`src/rtl/pam_sampler.sv`:
```
// pam_sampler: pulse-amplitude-modulation sampler with flat-top or natural sampling
module pam_sampler #(
    parameter int PERIOD  = 16,
    parameter int PULSE_W = 4,
    parameter int NATURAL = 0
) (
    input  logic        clk,
    input  logic        rst,
    input  logic        en,
    input  logic [15:0] sine_in,
    output logic [15:0] pam_out,
    output logic        pulse,
    output logic        sample_stb,
    output logic [7:0]  sample_cnt
);
    localparam int PW = $clog2(PERIOD);
    if (PERIOD < 2 || PULSE_W < 1 || PULSE_W >= PERIOD) begin : g_bad_params
        $error("pam_sampler: need PERIOD>=2 and 1<=PULSE_W<PERIOD");
    end
    typedef enum logic [1:0] {IDLE, PULSE, GAP} state_t;
    state_t        r_state;
    logic [PW-1:0] r_ph;
    logic [15:0]   r_hold;
    logic [15:0]   r_pam;
    logic          r_pulse;
    logic          r_stb;
    logic [7:0]    r_cnt;
    logic          w_capture;
    assign w_capture  = r_state == IDLE || (r_state == GAP && r_ph == PW'(PERIOD - 1));
    assign pam_out    = r_pam;
    assign pulse      = r_pulse;
    assign sample_stb = r_stb;
    assign sample_cnt = r_cnt;
    // sampling FSM: capture, hold the pulse for PULSE_W cycles, then idle out the rest of the period
    always_ff @(posedge clk) begin
        if (rst) begin
            r_state <= IDLE;
            r_ph    <= '0;
            r_hold  <= '0;
            r_pam   <= '0;
            r_pulse <= 1'b0;
            r_stb   <= 1'b0;
            r_cnt   <= '0;
        end else if (!en) begin
            r_state <= IDLE;
            r_ph    <= '0;
            r_pam   <= '0;
            r_pulse <= 1'b0;
            r_stb   <= 1'b0;
        end else if (w_capture) begin
            r_state <= PULSE;
            r_ph    <= '0;
            r_hold  <= sine_in;
            r_pam   <= sine_in;
            r_pulse <= 1'b1;
            r_stb   <= 1'b1;
            r_cnt   <= r_cnt + 8'd1;
        end else if (r_state == PULSE) begin
            r_stb <= 1'b0;
            r_ph  <= r_ph + PW'(1);
            if (r_ph == PW'(PULSE_W - 1)) begin
                r_state <= GAP;
                r_pam   <= '0;
                r_pulse <= 1'b0;
            end else begin
                r_pam <= (NATURAL != 0) ? sine_in : r_hold;
            end
        end else begin
            r_stb <= 1'b0;
            r_ph  <= r_ph + PW'(1);
        end
    end
endmodule

```
`config.mk`:
```
export PLATFORM = sky130hd
export DESIGN_NAME = pam_sampler
export DESIGN_NICKNAME = d
export VERILOG_FILES = /design/src/rtl/pam_sampler.sv
export SDC_FILE = /design/constraint.sdc
export NUM_CORES = 1
export LEC_CHECK = 0
export ABC_AREA = 0
export CORE_MARGIN = 4
export CORE_UTILIZATION = 33
export DETAILED_ROUTE_END_ITERATION = 10
export HOLD_SLACK_MARGIN = 0.08
export PLACE_DENSITY = 0.66
export SETUP_SLACK_MARGIN = 0.02
export SYNTH_ARGS = -nofsm -noshare
export SYNTH_HDL_FRONTEND = slang
export SYNTH_SLANG_ARGS = --single-unit
```
`constraint.sdc`:
```
create_clock -name clk -period 2.9 [get_ports clk]
set_input_delay 0.58 -clock clk [delete_from_list [all_inputs] [get_ports clk]]
set_output_delay 0.58 -clock clk [all_outputs]
set_load 0.02 [all_outputs]
```
==> flow_summary.yaml <==
clock_network:
  path_clk_slew_ns: 0.08
  cts_made_buffers: 5
  h-tree-depth: 2
  cts_tree: "yes"
  hold_buffers: 0
  clk_latency_ns: 0.29
  cts_root_buf: "clkbuf_8"
  cts_resized: 0
  post-cts-setup-buffer-count: 0
  cts_buffer_depth: 2
  cts_num_sinks: 47
worst_setup_path:
  critPathCaptureType: "primary output"
  worstReg2RegStart: "r_ph[0]$_SDFF_PP0_"
  startpoint: "sample_cnt[1]$_SDFFE_PP0P_"
  cp-start-kind: "register"
  path_class: "register to primary output"
  path_cells: "clkdlybuf4s50_1"
  cp.required_ns: 2.32
  cpLargestDelayFamily: "buffers and inverters"
  cp_max_fo: 6
  crit_arrival_ns: 1.42
  cpMaxStageDelayCell: "clkdlybuf4s50_1"
  path_buf_inv: 1
  max_stage_delay_ns: 0.66
layout:
  nets: 275
  syn_to_final_growth_pct: 30.3
  drive_gt1_share_pct: 5.88
  fin_area_mm2: 0.00247
  insertedDiodeCount: 0
  utilization_pct: 44.6
  final_cell_count_no_fill: 327
yosys:
  ys_warn_count: 0
  synthTopCellsByCount: "nand2_1, dfxtp_1, a21oi_1"
  synthAdderAreaFrac_pct: 1.32
  synth-edff-count: 0
  synth.distinct_cells: 31
  synth.largest_area_cell: "dfxtp_1"
  synth_seq_cells: 47
  synth_area_leaders: "dfxtp_1, nand2_1, a21oi_1"
  syn_inst: 216
  async_flop_share_pct: 0
  synth-xor-area-share_pct: 2.77
  syn-mean-instance-area_um2: 8.78
  mappedNetlistArea_mm2: 0.00190
  yosysSeqAreaShare_pct: 49.6
  synth_compound_area_share_pct: 19.2
  yosys.area_share.simple_pct: 22.9
  synthMuxAreaShare_pct: 0
  syn_nets: 237
  ys.flop_type: "dfxtp_1"
  synth_most_common_cell: "nand2_1"
  synth_top_family_by_area: "simple AND/OR/NAND/NOR gates"
  synth_top_area_share_pct: 49.6
routing:
  first_iter_violations: 90
  drc: 0
  drt_wl_total_mm: 4.40
  firstDrtPassIters: 4
  wl_per_cell_um: 13.5
  num_vias: 1640
  viasPerCell: 5.02
  drt.antenna.violating_nets: 0
sta:
  skew_ns: 0.00476
  max_freq_ghz: 0.500
  hold-worst-slack_ns: 0.456
  setup_tns_ns: 0
  fin_crit_ns: 2.00
  fin_crit_sh_pct: 69.0
  slew_headroom_pct: 58.0
  worst_slew_pin_slew_ns: 0.630
  report.final.slew_viol_count: 0
  rsz0062_at_grt: "no"
  finalSetupViolCount: 0
  hold_viol: 0
global_route:
  grt_overflow: 0
  antenna_found_initial: 0
  grt_pass1_wl_mm: 7.38
  first_global_vias: 1579
  grtUsageTotal_pct: 12.7
  grt_max_degree: 20
floorplanning:
  core-area_mm2: 0.00554
  initial_core_util_pct: 34.2
  fp.dieH_um: 83.8
  rows: 27
  fp.dieArea_mm2: 0.00702
  die_w_um: 83.8
  ios: 45
pwr:
  ir_drop_v: 0.000325
  p_leak_uw: 0.000933
  power_density_mw_per_mm2: 511
placement:
  dp_hpwl_mm: 3.08
  io_buffers: 44
  placed_cells_incl_taps: 319
  place_congestion: 0.752
  dpl_cell_area_mm2: 0.00237
hold_path:
  hold_start: "r_hold[9]$_SDFFE_PP0P_"
  hp-class: "register to register"
flow_run:
  max_cap_viol_count: 0
status:
  status: "finished, final reports clean"
per-layer routing:
metal / global-route usage [%] / vias up / wire length [µm]
li1: - / 828 / -
met1: 16.7 / 771 / 2180
met2: 20.6 / 37 / 1970
met3: 3.55 / 4 / 225
met4: 3.07 / 0 / 29
met5: 0 / - / 0
worst paths after layout:
check	endpoint	slack (ns)	depth (start not counted)
min	r_hold[9]$_SDFFE_PP0P_	0.46	2
max	sample_cnt[1]	0.90	1
min reg2reg	r_hold[9]$_SDFFE_PP0P_	0.46	2
max reg2reg	pam_out[6]$_SDFFE_PP0P_	0.96	5
power breakdown:
group / leakage [µW] / switching, µW / internal (µW)
clock network: 0.0000515 / 208 / 218
logic: 0.000498 / 76.3 / 71.1
registers: 0.000384 / 18.5 / 672
total: 0.000933 / 302 / 960
cell type report:
type | instances | area [µm²]
clock buffer | 8 | 100
fill | 568 | 3070
multi-input combinational | 153 | 876
sequential | 47 | 941
tap | 72 | 90.1
timing repair buffer | 47 | 463
flip-flops by register name, summed over array words and instances (netlist names):
| signal | flops |
|---|---|
| r_hold | 16 |
| sample_stb | 1 |
| r_state | 2 |
| sample_cnt | 8 |
| r_ph | 4 |
| pam_out | 16 |
cells in the final DEF, fill, tap and decap left out, types with 4 or more instances in the layout:
cell	count
nand2_1	50
dfxtp_1	47
clkdlybuf4s50_1	44
a21oi_1	33
a22oi_1	10
and3_1	8
nor2_1	7
clkbuf_8	7
a221o_1	6
xnor2_1	5
nand4_1	4
kinds of logic (layout without fill, tap and decap cells):
logic type / Yosys count / after routing
simple gates: 88 / 88
compound gates: 57 / 57
flops: 47 / 47
fa+ha+maj: 2 / 2
buf+inv: 16 / 55
xor+xnor: 6 / 6
stage by stage:
step           worst slack, ns  power [µW]
2_1_floorplan             1.16         782
6_report                 0.900        1260
4_1_cts                  0.899        1280
3_3_place_gp             0.646         853
5_1_grt                  0.812        1320
3_5_place_dp             0.606         854
Power figures use the tool's default switching activity.
